===== src/rtl/conv_pkg.sv =====
// Shared convolution definitions: frame geometry, pixel/word widths, FSM encoding
// and the pixel clamp used by the row buffers and the ALU.
package conv_pkg;

    localparam int ROW_PIX = 28;
    localparam int ROWS    = 28;
    localparam int PIX_W   = 8;
    localparam int WORD_W  = 32;

    typedef enum logic [1:0] {
        ST_IDLE  = 2'd0,
        ST_RUN   = 2'd1,
        ST_DRAIN = 2'd2,
        ST_DONE  = 2'd3
    } state_e;

    // Saturate a signed value into the unsigned 8-bit pixel range.
    function automatic logic [PIX_W-1:0] clamp_pix(input logic signed [31:0] t);
        if (t < 0)
            return '0;
        else if (t > 32'sd255)
            return {PIX_W{1'b1}};
        else
            return t[PIX_W-1:0];
    endfunction

endpackage


===== src/rtl/y_pack_buffer_if.sv =====
// ALU-result input and packed-word store handshakes of the output pack buffer.
interface y_pack_buffer_if
    import conv_pkg::*;
#(
    parameter int ACC_W          = 20,
    parameter int APB_ADDR_WIDTH = 13
) ();

    logic                      alu_valid;
    logic [ACC_W-1:0]          alu_acc;
    logic                      alu_ready;
    logic                      store_valid;
    logic                      store_ready;
    logic [WORD_W-1:0]         store_data;
    logic [APB_ADDR_WIDTH-1:0] store_addr;

    // slave is the pack buffer, master is the ALU / store-engine side.
    modport slave (
        input  alu_valid, alu_acc, store_ready,
        output alu_ready, store_valid, store_data, store_addr
    );

    modport master (
        output alu_valid, alu_acc, store_ready,
        input  alu_ready, store_valid, store_data, store_addr
    );

endinterface


===== src/rtl/y_pack_buffer_word_fifo.sv =====
// Registered first-word-fall-through FIFO holding {addr, data} store entries.
module y_word_fifo #(
    parameter int DEPTH = 4,
    parameter int W     = 45,
    localparam int PTR_W = $clog2(DEPTH),
    localparam int CNT_W = PTR_W + 1
) (
    input  logic             clk,
    input  logic             rst,
    input  logic             flush,
    input  logic             push,
    input  logic [W-1:0]     push_data,
    input  logic             pop,
    output logic [W-1:0]     pop_data,
    output logic [CNT_W-1:0] count,
    output logic             empty,
    output logic             full
);

    logic [W-1:0]     mem [DEPTH];
    logic [PTR_W-1:0] wr_ptr;
    logic [PTR_W-1:0] rd_ptr;
    logic             push_en;
    logic             pop_en;

    assign empty    = (count == '0);
    assign full     = (count == CNT_W'(DEPTH));
    assign push_en  = push && !full;
    assign pop_en   = pop && !empty;
    assign pop_data = mem[rd_ptr];

    // NOTE: the storage array has no reset; stale entries are never visible
    // because the consumer qualifies the head with empty.
    always_ff @(posedge clk) begin
        if (push_en && !flush)
            mem[wr_ptr] <= push_data;
    end

    always_ff @(posedge clk or negedge rst) begin
        if (!rst) begin
            wr_ptr <= '0;
            rd_ptr <= '0;
            count  <= '0;
        end else if (flush) begin
            wr_ptr <= '0;
            rd_ptr <= '0;
            count  <= '0;
        end else begin
            if (push_en)
                wr_ptr <= wr_ptr + 1'b1;
            if (pop_en)
                rd_ptr <= rd_ptr + 1'b1;
            case ({push_en, pop_en})
                2'b10:   count <= count + 1'b1;
                2'b01:   count <= count - 1'b1;
                default: count <= count;
            endcase
        end
    end

endmodule


===== src/rtl/y_pack_buffer.sv =====
// Output pack buffer: clamps ALU results to pixels, packs 4 per word and queues
// each word with its byte address for the store engine.
module y_pack_buffer #(
    parameter int APB_ADDR_WIDTH = 13,
    parameter int ACC_W          = 20,
    parameter int SHIFT          = 0,
    parameter int ROW_PIX        = conv_pkg::ROW_PIX,
    parameter int ROWS           = conv_pkg::ROWS,
    parameter int FIFO_DEPTH     = 4,
    parameter logic [APB_ADDR_WIDTH-1:0] BASE_ADDR = '0
) (
    input  logic            clk,
    input  logic            rst,
    input  logic            start,
    y_pack_buffer_if.slave  bus,
    output logic [4:0]      row_count,
    output logic            busy,
    output logic            frame_done
);

    import conv_pkg::*;

    localparam int PIX_CNT_W = $clog2(ROW_PIX);
    localparam int CNT_W     = $clog2(FIFO_DEPTH) + 1;
    localparam int ENTRY_W   = APB_ADDR_WIDTH + WORD_W;

    state_e                    state_q, state_d;
    logic [PIX_CNT_W-1:0]      pix_in_row;
    logic [4:0]                row_count_q;
    logic [WORD_W-1:0]         pack_q;
    logic [WORD_W-1:0]         word_next;
    logic [APB_ADDR_WIDTH-1:0] addr_q;

    logic signed [ACC_W-1:0]   acc_sh;
    logic [PIX_W-1:0]          pix;
    logic [1:0]                lane;
    logic                      accept;
    logic                      row_end;
    logic                      frame_end;
    logic                      push;
    logic                      pop;

    logic [ENTRY_W-1:0]        fifo_head;
    logic [CNT_W-1:0]          fifo_count;
    logic                      fifo_empty;
    logic                      fifo_full;

    assign acc_sh    = $signed(bus.alu_acc) >>> SHIFT;
    assign pix       = clamp_pix(32'(acc_sh));
    assign lane      = pix_in_row[1:0];
    assign row_end   = (pix_in_row == PIX_CNT_W'(ROW_PIX - 1));
    assign frame_end = row_end && (row_count_q == 5'(ROWS - 1));

    // No pop look-ahead: a full FIFO stalls the ALU even while a word drains.
    assign bus.alu_ready = (state_q == ST_RUN) && (fifo_count < CNT_W'(FIFO_DEPTH));
    assign accept        = bus.alu_valid && bus.alu_ready;
    // start takes priority over a pixel offered in the same cycle.
    assign push          = accept && !start && ((lane == 2'd3) || row_end);
    assign pop           = bus.store_valid && bus.store_ready;

    always_comb begin
        word_next                = pack_q;
        word_next[lane*PIX_W +: PIX_W] = pix;
    end

    y_word_fifo #(
        .DEPTH (FIFO_DEPTH),
        .W     (ENTRY_W)
    ) u_fifo (
        .clk       (clk),
        .rst       (rst),
        .flush     (start),
        .push      (push),
        .push_data ({addr_q, word_next}),
        .pop       (pop),
        .pop_data  (fifo_head),
        .count     (fifo_count),
        .empty     (fifo_empty),
        .full      (fifo_full)
    );

    assign bus.store_valid = !fifo_empty;
    assign bus.store_data  = fifo_empty ? '0 : fifo_head[WORD_W-1:0];
    assign bus.store_addr  = fifo_empty ? BASE_ADDR : fifo_head[ENTRY_W-1:WORD_W];

    assign row_count  = row_count_q;
    assign busy       = (state_q != ST_IDLE);
    assign frame_done = (state_q == ST_DONE);

    always_ff @(posedge clk or negedge rst) begin
        if (!rst)
            state_q <= ST_IDLE;
        else
            state_q <= state_d;
    end

    // NOTE: combinational blocks use blocking assignments with every output
    // defaulted first, so no path can infer a latch.
    always_comb begin
        state_d = state_q;
        case (state_q)
            ST_IDLE:  state_d = ST_IDLE;
            ST_RUN:   if (accept && frame_end) state_d = ST_DRAIN;
            ST_DRAIN: if (fifo_empty) state_d = ST_DONE;
            ST_DONE:  state_d = ST_IDLE;
            default:  state_d = ST_IDLE;
        endcase
        if (start)
            state_d = ST_RUN;
    end

    // NOTE: sequential state uses non-blocking assignments only.
    always_ff @(posedge clk or negedge rst) begin
        if (!rst) begin
            pix_in_row  <= '0;
            row_count_q <= '0;
            pack_q      <= '0;
            addr_q      <= BASE_ADDR;
        end else if (start) begin
            pix_in_row  <= '0;
            row_count_q <= '0;
            pack_q      <= '0;
            addr_q      <= BASE_ADDR;
        end else if (accept) begin
            if (push) begin
                pack_q <= '0;
                addr_q <= addr_q + APB_ADDR_WIDTH'(4);
            end else begin
                pack_q <= word_next;
            end
            // Rows restart in lane 0 of a fresh word.
            if (row_end) begin
                pix_in_row  <= '0;
                row_count_q <= row_count_q + 5'd1;
            end else begin
                pix_in_row  <= pix_in_row + 1'b1;
            end
        end
    end

    a_no_push_when_full: assert property (@(posedge clk) disable iff (!rst) !(push && fifo_full));

endmodule


===== src/flat_wrapper.sv =====
// flat-port wrapper written by rule: the top's interface ports become plain ports
module y_pack_buffer_flat import conv_pkg::*;
#(
    parameter int APB_ADDR_WIDTH = 13,
    parameter int ACC_W          = 20,
    parameter int SHIFT          = 0,
    parameter int ROW_PIX        = conv_pkg::ROW_PIX,
    parameter int ROWS           = conv_pkg::ROWS,
    parameter int FIFO_DEPTH     = 4,
    parameter logic [APB_ADDR_WIDTH-1:0] BASE_ADDR = '0
)
  (clk, rst, start, row_count, busy, frame_done, bus_alu_valid, bus_alu_acc, bus_store_ready, bus_alu_ready, bus_store_valid, bus_store_data, bus_store_addr);
  y_pack_buffer_if #(.ACC_W(ACC_W), .APB_ADDR_WIDTH(APB_ADDR_WIDTH)) bus_i ();
  input  logic clk;
  input  logic rst;
  input  logic start;
  output logic [4:0] row_count;
  output logic busy;
  output logic frame_done;
  input wire logic [$bits(bus_i.alu_valid)-1:0] bus_alu_valid;
  input wire logic [$bits(bus_i.alu_acc)-1:0] bus_alu_acc;
  input wire logic [$bits(bus_i.store_ready)-1:0] bus_store_ready;
  output wire logic [$bits(bus_i.alu_ready)-1:0] bus_alu_ready;
  output wire logic [$bits(bus_i.store_valid)-1:0] bus_store_valid;
  output wire logic [$bits(bus_i.store_data)-1:0] bus_store_data;
  output wire logic [$bits(bus_i.store_addr)-1:0] bus_store_addr;
  assign bus_i.alu_valid = bus_alu_valid;
  assign bus_i.alu_acc = bus_alu_acc;
  assign bus_i.store_ready = bus_store_ready;
  assign bus_alu_ready = bus_i.alu_ready;
  assign bus_store_valid = bus_i.store_valid;
  assign bus_store_data = bus_i.store_data;
  assign bus_store_addr = bus_i.store_addr;
  y_pack_buffer #(.APB_ADDR_WIDTH(APB_ADDR_WIDTH), .ACC_W(ACC_W), .SHIFT(SHIFT), .ROW_PIX(ROW_PIX), .ROWS(ROWS), .FIFO_DEPTH(FIFO_DEPTH), .BASE_ADDR(BASE_ADDR)) u_core (.clk(clk), .rst(rst), .start(start), .bus(bus_i), .row_count(row_count), .busy(busy), .frame_done(frame_done));
endmodule

===== config.mk =====
export PLATFORM = sky130hd
export DESIGN_NAME = y_pack_buffer_flat
export DESIGN_NICKNAME = d
export VERILOG_FILES = /design/src/rtl/conv_pkg.sv /design/src/rtl/y_pack_buffer_if.sv /design/src/rtl/y_pack_buffer_word_fifo.sv /design/src/rtl/y_pack_buffer.sv /design/src/flat_wrapper.sv
export SDC_FILE = /design/constraint.sdc
export NUM_CORES = 1
export LEC_CHECK = 0
export ABC_AREA = 1
export CAP_MARGIN = 20
export CORE_MARGIN = 5
export CORE_UTILIZATION = 58
export CTS_CLUSTER_SIZE = 24
export DETAILED_ROUTE_END_ITERATION = 16
export MAX_ROUTING_LAYER = met4
export PLACE_DENSITY = 0.79
export SYNTH_ARGS = -nofsm -noshare
export SYNTH_HDL_FRONTEND = slang
export SYNTH_SLANG_ARGS = --single-unit

===== constraint.sdc =====
create_clock -name clk -period 4.65 [get_ports clk]
set_input_delay 0.93 -clock clk [delete_from_list [all_inputs] [get_ports clk]]
set_output_delay 0.93 -clock clk [all_outputs]
set_load 0.01 [all_outputs]

==> results of run 1 <==
==> logic make-up after synthesis <==
kind of cell | Yosys count
compound gates | 213
simple gates | 389
xor+xnor | 3
fa+ha+maj | 18
other cells | 1
flops | 234
buf+inv | 127
mux | 1
==> worst max-delay path: stages, from the launching register on <==
cell and delay (ns):
dfrtp_2 0.36, buf_4 0.73, nor2_1 0.14, nor2_1 0.13, o21ai_0 0.11, a21oi_1 0.22, clkdlybuf4s50_1 0.57
==> worst max-delay path by stage <==
stage,end,cells past startpoint,slack [ns],start
after floorplan,u_core.u_fifo.mem[0][0]$_DFFE_PP_,4,1.15,bus_alu_valid
after global placement,bus_store_data[24],6,1.50,u_core.u_fifo.rd_ptr[0]$_DFFE_PN0P_
after detailed placement,bus_store_addr[4],6,1.48,u_core.u_fifo.rd_ptr[0]$_DFFE_PN0P_
after CTS,bus_store_data[25],6,0.93,u_core.u_fifo.rd_ptr[0]$_DFFE_PN0P_
after global routing,bus_store_data[24],6,0.74,u_core.u_fifo.rd_ptr[0]$_DFFE_PN0P_
final,bus_store_data[3],6,0.91,u_core.u_fifo.rd_ptr[0]$_DFFE_PN0P_
==> metrics by stage <==
stage	cells	util (%)	area [um2]
6_report	1289	69.0	12000
2_1_floorplan	987	-	10300
3_3_place_gp	1249	65.0	11300
4_1_cts	1289	69.0	12000
3_5_place_dp	1249	65.0	11300
5_1_grt	1289	69.0	12000
==> cells in the final DEF (no fill, tap or decap), types with 3 or more instances in the layout <==
cell type,n
nor2_1,206
edfxtp_1,172
o21ai_0,134
nand2_1,101
clkdlybuf4s50_1,75
inv_1,68
dfrtp_1,61
a21oi_1,53
nand3_1,31
clkbuf_16,23
nand4_1,20
ha_1,17
o21bai_1,15
nor2_4,8
clkbuf_1,7
inv_2,6
nor3_1,6
buf_4,6
clkinv_1,5
nand2_2,4
o22ai_1,4
clkinv_2,4
o21ai_1,4
buf_12,4
nand2_4,3
or2_2,3
==> cell type report <==
cell class / count / area (um2) / area share, %
clock buffer: 30 / 602 / 5.02
clock inverter: 10 / 97.6 / 0.815
inverter: 78 / 299 / 2.50
multi-input combinational: 626 / 3100 / 25.9
sequential: 234 / 6720 / 56.1
tap: 225 / 282 / 2.35
timing repair buffer: 86 / 881 / 7.35
==> cells in the mapped netlist (all sizes together), types with 15 or more instances <==
cell,n
o21ai,139
buf,18
a21oi,53
nand3,33
dfrtp,62
o21bai,15
nand2,108
ha,17
nor2,214
edfxtp,172
inv,76
nand4,20
clkbuf,31
==> power breakdown <==
group          switching [mW]  internal, mW  leakage, nW
Combinational           0.995         0.657         1.74
Clock                   0.721          1.02        0.338
Sequential             0.0595          2.31         2.33
==> metal layers <==
layer | vias to the layer above | track usage (%) | wire (um) | share of wire (%)
met1 | 3503 | 31.8 | 9770 | 43
met5 | - | - | 0 | 0
met3 | 35 | 2.91 | 1520 | 6.6
met4 | 0 | 5.60 | 363 | 1.6
met2 | 317 | 38.2 | 11200 | 49
li1 | 3473 | - | - | -
==> state kept, by name (all words and copies together), names as in the netlist <==
signal and flops:
u_core.addr_q 11, u_core.pack_q 32, u_core.pix_in_row 5, u_core.row_count 5, u_core.state_q 2, u_core.u_fifo.count 3
u_core.u_fifo.mem 172, u_core.u_fifo.rd_ptr 2, u_core.u_fifo.wr_ptr 2
==> flow_summary.yaml, run 1 <==
floorplan:
  die_h_um: 143
  io_pins: 79
  floorplan.core_area_um2: 17400
  number_of_placement_rows: 48
  design.die.area_um2: 20500
  die-width_um: 143
  starting_density_of_the_core_pct: 59.3
route:
  dr.first_iter.drc_count: 746
  finalWirelength_um: 22900
  via_count: 7328
  post-route-drc-count: 0
  drt_first_pass_iters: 5
  routed_wire_per_std_cell_um: 17.8
  via_per_inst: 5.69
  drtAntennaViolNets: 0
global_route:
  maximum_number_of_pins_on_one_net_before_global_route_repair: 88
  grt_pass1_vias: 7079
  grt_first_pass_wirelength_um: 36900
  grt_overflow_total: 0
  grt_antenna_before_repair: 0
  overall_global_routing_usage_pct: 23.4
sta:
  finalSetupViolCount: 0
  final.min_clock_period_ns: 3.74
  finalHoldViolations: 0
  period_share_pct: 80.4
  worstMarginPinSlew_ns: 0.960
  finalClockSkew_ns: 0.0118
  setup_ws_post_layout_ns: 0.909
  timing.slew.headroom_pct: 36.0
  fin_worst_hold_slack_ns: 0.480
  setup-tns-final_ns: 0
  achievable-frequency_ghz: 0.267
  slew_violations: 0
  setup_repair_after_global_routing_missed_its_margin: "false"
placement:
  dp_hpwl_um: 13900
  worst_slack_after_detailed_placement_ns: 1.48
  gp_routability_congestion: 0.955
  i_o_buffers: 76
synth:
  netlist.area_leader.share_pct: 50.2
  synth.top_cells.by_area: "edfxtp_1 (50%), dfrtp_1 (15%), nor2_1 (7.7%)"
  synth_top_flop_cell: "edfxtp_1"
  synthMuxAreaShare_pct: 0.0972
  synth_top_cell_by_area: "edfxtp_1"
  synth_compound_gate_area_share_pct: 10.9
  synth_area_um2: 10300
  synthesis_stage_register_bit_count: 234
  netlist-cell-type-count: 39
  synth-xor-area-share_pct: 0.255
  synth_cells: 986
  synth-seq-area-share_pct: 65.2
  yosys_warnings: 0
  synth_edf_count: 172
  synthAdderAreaFrac_pct: 2.26
  synth_simple_gate_area_share_pct: 16.3
  async_reset_ff_share_pct: 26.5
  largest_family_of_logic_cells_by_synthesized_area: "simple AND/OR/NAND/NOR gates"
  avgSynthCellArea_um2: 10.4
critical_path:
  worstPathMaxFanout: 87
  worstReg2RegEnd: "u_core.u_fifo.count[2]$_DFFE_PN0P_"
  rrSetupSlack_ns: 1.73
  r2r-start: "u_core.pix_in_row[0]$_DFFE_PN0P_"
  data_arrival_time_of_the_critical_path_ns: 2.81
  start_kind: "register"
  required_ns: 3.72
  crit_path_end_kind: "output pin"
  r2r_cells: 12
  criticalPathCategory: "reg2out"
clock_tree:
  post_cts.repair.setup_buffers: 0
  clk_pin_slew_ns: 0.06
  clk-insertion-delay-late_ns: 0.50
  post_cts_hold_buffer_count: 0
  count_of_h_tree_levels_built_during_cts: 1
  cts.repair.resized: 0
  tritoncts: "done"
  cts_buffers: 22
  clock-root-buffer: "clkbuf_16"
  cts_max_path_buffers: 3
  sink_count: 234
hold_path:
  timing.hold.worst_endpoint: "u_core.pack_q[15]$_DFFE_PN0P_"
  hp-class: "reg2reg"
  hold_path_startpoint: "u_core.pack_q[15]$_DFFE_PN0P_"
  hold-path-cell-count: 2
pwr:
  p_leak_nw: 4.41
  power.ir.vdd_worst_uv: 311
  power.density_cell_area_nw_per_um2: 481
  overall_power_of_the_completed_layout_mw: 5.76
cells_and_area:
  layout-drive-gt1-share_pct: 6.95
  antennaDiodeCount: 0
  final_nets: 1091
  num-fill-cells: 1241
  syn_to_final_growth_pct: 16.3
job:
  maxCapViolCount: 0
outcome:
  status: "finished, final reports clean"
(Power assumes the default switching activity.)
==> inputs of run 2 (changes only) <==
clock period = 3.6 ns   (was 4.65 ns; I/O delays follow)
==> run 2 against run 1 <==
Compared with the run above: clock-buffer cell count is 3 lower; largest power group unchanged; non-clock buffer count is 9 higher; global-route usage increased by 0.40 points; largest cell class unchanged.
==> flow_summary.yaml, run 2 (synthesis results as in run 1) <==
pwr:
  overall_power_of_the_completed_layout_mw: 7.57
  p_sw_share_pct: 31.1
  p_leak_nw: 4.48
  power.ir.vdd_worst_uv: 442
  power.density_cell_area_nw_per_um2: 626
  cellInternalPower_mw: 5.22
  p_comb_share_pct: 27.7
  proportion_of_power_drawn_by_flip_flops_and_latches_pct: 40.8
  pwr-share-clk_pct: 31.6
  total_switching_power_mw: 2.35
critical_path:
  critPathBufInv: 2
  worstReg2RegEnd: "u_core.u_fifo.count[2]$_DFFE_PN0P_"
  critical-path-slowest-cell: "dfrtp_4"
  crit_path_end_kind: "output pin"
  r2r-start: "u_core.pix_in_row[0]$_DFFE_PN0P_"
  worstPathMaxFanout: 31
  worstSetupStartpoint: "u_core.u_fifo.rd_ptr[0]$_DFFE_PN0P_"
  timing.critical_path.max_delay_family: "buffers and inverters"
  crit_path_frequent_cell: "nor2_1"
  required_ns: 2.88
  data_arrival_time_of_the_critical_path_ns: 2.69
  start_kind: "register"
  r2r_cells: 13
  critical_path.cell_chain: "buf_4, nor2_1, nor2_1, o21ai_0, a21oi_1, clkdlybuf4s50_1"
  rrSetupSlack_ns: 0.99
  worst_setup_path_endpoint: "bus_store_data[27]"
  worst_path_largest_cell_delay_ns: 0.65
  criticalPathCategory: "reg2out"
  crit_cells: 6
cells_and_area:
  reg.largest.list: "u_core.u_fifo.mem: 172 flops, u_core.pack_q: 32 flops, u_core.addr_q: 11 flops"
  num-fill-cells: 1239
  antennaDiodeCount: 0
  largest-register: "u_core.u_fifo.mem"
  syn_to_final_growth_pct: 17.5
  largest_register_ffs: 172
  most-common-layout-cells: "nor2_1 (206), edfxtp_1 (172), o21ai_0 (134)"
  layout.cells.most_common: "nor2_1"
  layout-drive-gt1-share_pct: 8.29
  final_nets: 1101
  multi_input_area_um2: 3100
  fin_util_pct: 69.7
  final-seq-area_um2: 6720
clock_tree:
  tritoncts: "done"
  sink_count: 234
  cts_max_path_buffers: 3
  clk-insertion-delay-late_ns: 0.51
  post_cts_hold_buffer_count: 0
  clk_pin_slew_ns: 0.06
  clock-root-buffer: "clkbuf_16"
  cts_buffers: 23
  count_of_h_tree_levels_built_during_cts: 1
  post_cts.repair.setup_buffers: 0
  cts.repair.resized: 0
placement:
  dp_hpwl_um: 14400
  i_o_buffers: 76
  gp_routability_congestion: 0.936
global_route:
  grt_first_pass_wirelength_um: 37300
  grt_pass1_vias: 7159
  grt_antenna_before_repair: 0
  maximum_number_of_pins_on_one_net_before_global_route_repair: 88
  grt_overflow_total: 0
  overall_global_routing_usage_pct: 23.8
route:
  drtAntennaViolNets: 0
  via_per_inst: 5.66
  routed_wire_per_std_cell_um: 17.9
  via_count: 7349
  finalWirelength_um: 23200
  dr.first_iter.drc_count: 627
  drt_first_pass_iters: 5
  post-route-drc-count: 0
floorplan:
  floorplan.core_area_um2: 17400
  design.die.area_um2: 20500
  number_of_placement_rows: 48
  starting_density_of_the_core_pct: 59.3
  die_h_um: 143
  io_pins: 79
  die-width_um: 143
hold_path:
  hp-class: "in2async"
sta:
  slew_violations: 0
  finalHoldViolations: 0
  achievable-frequency_ghz: 0.293
  setup-tns-final_ns: 0
  period_share_pct: 94.7
  finalClockSkew_ns: 0.0111
  setup_repair_after_global_routing_missed_its_margin: "false"
  final.min_clock_period_ns: 3.41
  finalSetupViolCount: 0
  timing.slew.headroom_pct: 38.7
  worstMarginPinSlew_ns: 0.919
job:
  maxCapViolCount: 0
outcome:
  status: "finished, final reports clean"
==> run 2: cell type report <==
class | instances | share of cell area [%]
clock buffer | 27 | 4.88
multi-input combinational | 626 | 25.6
sequential | 234 | 55.6
inverter | 78 | 2.47
clock inverter | 14 | 1.27
timing repair buffer | 95 | 7.84
tap | 225 | 2.33
==> run 2: worst reg2reg max path, stage by stage, from the launching register on <==
cell and delay, ns:
dfrtp_1 0.61, ha_1 0.22, buf_4 0.19, inv_1 0.10, nor2_4 0.18, nand2_4 0.14, nand2_1 0.14, inv_2 0.06
fa_1 0.42, xnor2_1 0.21, nand2_1 0.07, o21ai_1 0.07, nand2_1 0.06, o21ai_1 0.07
==> run 2: per-stage QoR <==
stage / std cells / hold WS (ns) / setup WS (ns) / cell area (um2)
2_1_floorplan: 987 / 0.424 / 0.176 / 10300
3_3_place_gp: 1258 / 0.461 / 0.674 / 11300
3_5_place_dp: 1258 / 0.465 / 0.622 / 11300
4_1_cts: 1299 / 0.368 / 0.0765 / 12100
5_1_grt: 1299 / 0.406 / 0.0592 / 12100
6_report: 1299 / 0.343 / 0.190 / 12100
==> run 2: power by group through the flow <==
| stage | Combinational [mW] | Sequential, mW | Clock, mW |
|---|---|---|---|
| 2_1_floorplan | 1.18 | 3.09 | 0 |
| 3_3_place_gp | 2.05 | 3.13 | 0 |
| 3_5_place_dp | 2.09 | 3.14 | 0 |
| 4_1_cts | 2.10 | 3.08 | 2.40 |
| 5_1_grt | 2.28 | 3.10 | 2.54 |
| 6_report | 2.09 | 3.09 | 2.39 |
==> run 2: layer usage <==
| metal | GRT usage [%] | vias up | share of wire [%] |
|---|---|---|---|
| li1 | - | 3493 | - |
| met2 | 37.5 | 294 | 48 |
| met1 | 32.7 | 3515 | 43 |
| met3 | 3.58 | 47 | 7.3 |
| met5 | - | - | 0 |
| met4 | 6.84 | 0 | 2.2 |
==> run 2: worst min-delay path by stage <==
| stage | to | cells after the start | startpoint | slack, ns |
|---|---|---|---|---|
| 2_1_floorplan | u_core.addr_q[10]$_DFFE_PN0P_ | 0 | rst | 0.42 |
| 3_3_place_gp | u_core.pack_q[26]$_DFFE_PN0P_ | 2 | u_core.pack_q[26]$_DFFE_PN0P_ | 0.46 |
| 3_5_place_dp | u_core.pack_q[26]$_DFFE_PN0P_ | 2 | u_core.pack_q[26]$_DFFE_PN0P_ | 0.47 |
| 4_1_cts | u_core.addr_q[7]$_DFFE_PN0P_ | 1 | rst | 0.37 |
| 5_1_grt | u_core.addr_q[10]$_DFFE_PN0P_ | 1 | rst | 0.41 |
| 6_report | u_core.addr_q[7]$_DFFE_PN0P_ | 1 | rst | 0.34 |
==> inputs of run 3 (changes only) <==
CORE_MARGIN = default   (was 5)
==> run 3 against run 2 <==
Compared with the run above: cell count fell by 0.15%; total power fell by 0.60%; first-iteration DRC count rose by 28%; register-to-register slack improved by 0.09 ns; setup slack improved by 0.10 ns; critical endpoint is now bus_store_data[28]; largest cell class unchanged; highest routed layer unchanged.
==> flow_summary.yaml, run 3 (synthesis results as in run 1) <==
clock_tree:
  cts_max_path_buffers: 3
  sink_count: 234
  cts.repair.resized: 0
  tritoncts: "done"
  clk_pin_slew_ns: 0.07
  post_cts_hold_buffer_count: 0
  post_cts.repair.setup_buffers: 0
  clock-root-buffer: "clkbuf_16"
  count_of_h_tree_levels_built_during_cts: 1
  cts_buffers: 23
  clk-insertion-delay-late_ns: 0.49
hold_path:
  hp-class: "in2async"
sta:
  achievable-frequency_ghz: 0.303
  setup-tns-final_ns: 0
  finalHoldViolations: 0
  slew_violations: 0
  timing.slew.headroom_pct: 47.6
  period_share_pct: 91.8
  final.min_clock_period_ns: 3.30
  finalSetupViolCount: 0
  finalClockSkew_ns: 0.0108
  setup_repair_after_global_routing_missed_its_margin: "false"
  worstMarginPinSlew_ns: 0.785
cells_and_area:
  reg.largest.list: "u_core.u_fifo.mem: 172 flops, u_core.pack_q: 32 flops, u_core.addr_q: 11 flops"
  syn_to_final_growth_pct: 17.3
  num-fill-cells: 1221
  final_nets: 1099
  layout.cells.most_common: "nor2_1"
  antennaDiodeCount: 0
  fin_cells: 1297
  largest-register: "u_core.u_fifo.mem"
  layout-drive-gt1-share_pct: 7.74
  largest_register_ffs: 172
  most-common-layout-cells: "nor2_1 (206), edfxtp_1 (172), o21ai_0 (134)"
  fin_util_pct: 69.8
global_route:
  grt_antenna_before_repair: 0
  overall_global_routing_usage_pct: 26.9
  grt_pass1_vias: 7179
  grt_first_pass_wirelength_um: 36800
  maximum_number_of_pins_on_one_net_before_global_route_repair: 88
  grt_overflow_total: 0
pwr:
  pwr-share-clk_pct: 31.0
  power.density_cell_area_nw_per_um2: 623
  proportion_of_power_drawn_by_flip_flops_and_latches_pct: 40.7
  p_sw_share_pct: 30.7
  total_switching_power_mw: 2.31
  power.ir.vdd_worst_uv: 408
  p_leak_nw: 4.47
  p_comb_share_pct: 28.4
  cellInternalPower_mw: 5.21
route:
  post-route-drc-count: 0
  finalWirelength_um: 23000
  dr.first_iter.drc_count: 803
  drt_first_pass_iters: 7
  routed_wire_per_std_cell_um: 17.7
  drtAntennaViolNets: 0
  via_count: 7429
  via_per_inst: 5.73
placement:
  gp_routability_congestion: 0.891
  dp_hpwl_um: 13800
  i_o_buffers: 76
  placed_cells_incl_taps: 1256
critical_path:
  data_arrival_time_of_the_critical_path_ns: 2.58
  required_ns: 2.88
  r2r-start: "u_core.pix_in_row[0]$_DFFE_PN0P_"
  rrSetupSlack_ns: 1.08
  worst_setup_path_endpoint: "bus_store_data[28]"
  worstPathMaxFanout: 22
  crit_path_end_kind: "output pin"
  r2r_cells: 8
  worstReg2RegEnd: "u_core.pack_q[1]$_DFFE_PN0P_"
  criticalPathCategory: "reg2out"
  worstSetupStartpoint: "u_core.u_fifo.rd_ptr[0]$_DFFE_PN0P_"
  start_kind: "register"
outcome:
  status: "finished, final reports clean"
floorplan:
  number_of_placement_rows: 48
  starting_density_of_the_core_pct: 59.5
  floorplan.core_area_um2: 17300
  die-width_um: 135
  die_h_um: 135
  design.die.area_um2: 18300
  io_pins: 79
job:
  maxCapViolCount: 0
run 3: metal layers:
layer  vias up  wire length (um)  GRT usage, %
li1       3494                 -             -
met5         -                 0             -
met4         0               555          9.36
met3        48              1860          3.55
met1      3536              9410          36.4
met2       351             11200          42.2
run 3: per-stage QoR:
stage | power [mW] | area (um2) | hold WS [ns] | setup WS [ns]
finish | 7.52 | 12100 | 0.212 | 0.295
CTS | 7.54 | 12100 | 0.244 | 0.306
floorplan | 4.27 | 10300 | 0.424 | 0.176
detailed placement | 5.23 | 11300 | 0.466 | 0.685
global route | 7.85 | 12100 | 0.251 | 0.263
global placement | 5.20 | 11300 | 0.461 | 0.717
run 3: layout make-up:
cell class / count / area [um2] / area share (%)
tap: 225 / 282 / 2.33
sequential: 234 / 6720 / 55.6
multi-input combinational: 626 / 3100 / 25.7
inverter: 78 / 299 / 2.48
clock inverter: 15 / 144 / 1.19
clock buffer: 26 / 587 / 4.86
timing repair buffer: 93 / 946 / 7.83
run 3: critical path, stage by stage, from the launching register on:
cell,delay (ns)
dfrtp_2,0.44
inv_2,0.32
buf_4,0.32
o21ai_0,0.12
a21oi_1,0.29
clkdlybuf4s50_1,0.60
run 3: power by group through the flow:
stage	logic [mW]	clock network (mW)	registers (mW)
2_1_floorplan	1.18	0	3.09
3_3_place_gp	2.09	0	3.11
3_5_place_dp	2.11	0	3.11
4_1_cts	2.13	2.35	3.06
5_1_grt	2.33	2.46	3.07
6_report	2.13	2.33	3.06
run 3: worst min path at each step:
stage	start	end	cells past startpoint
2_1_floorplan	rst	u_core.addr_q[10]$_DFFE_PN0P_	0
3_3_place_gp	u_core.pack_q[26]$_DFFE_PN0P_	u_core.pack_q[26]$_DFFE_PN0P_	2
3_5_place_dp	u_core.pack_q[13]$_DFFE_PN0P_	u_core.pack_q[13]$_DFFE_PN0P_	2
4_1_cts	rst	u_core.addr_q[3]$_DFFE_PN0P_	2
5_1_grt	rst	u_core.addr_q[8]$_DFFE_PN0P_	2
6_report	rst	u_core.addr_q[8]$_DFFE_PN0P_	2
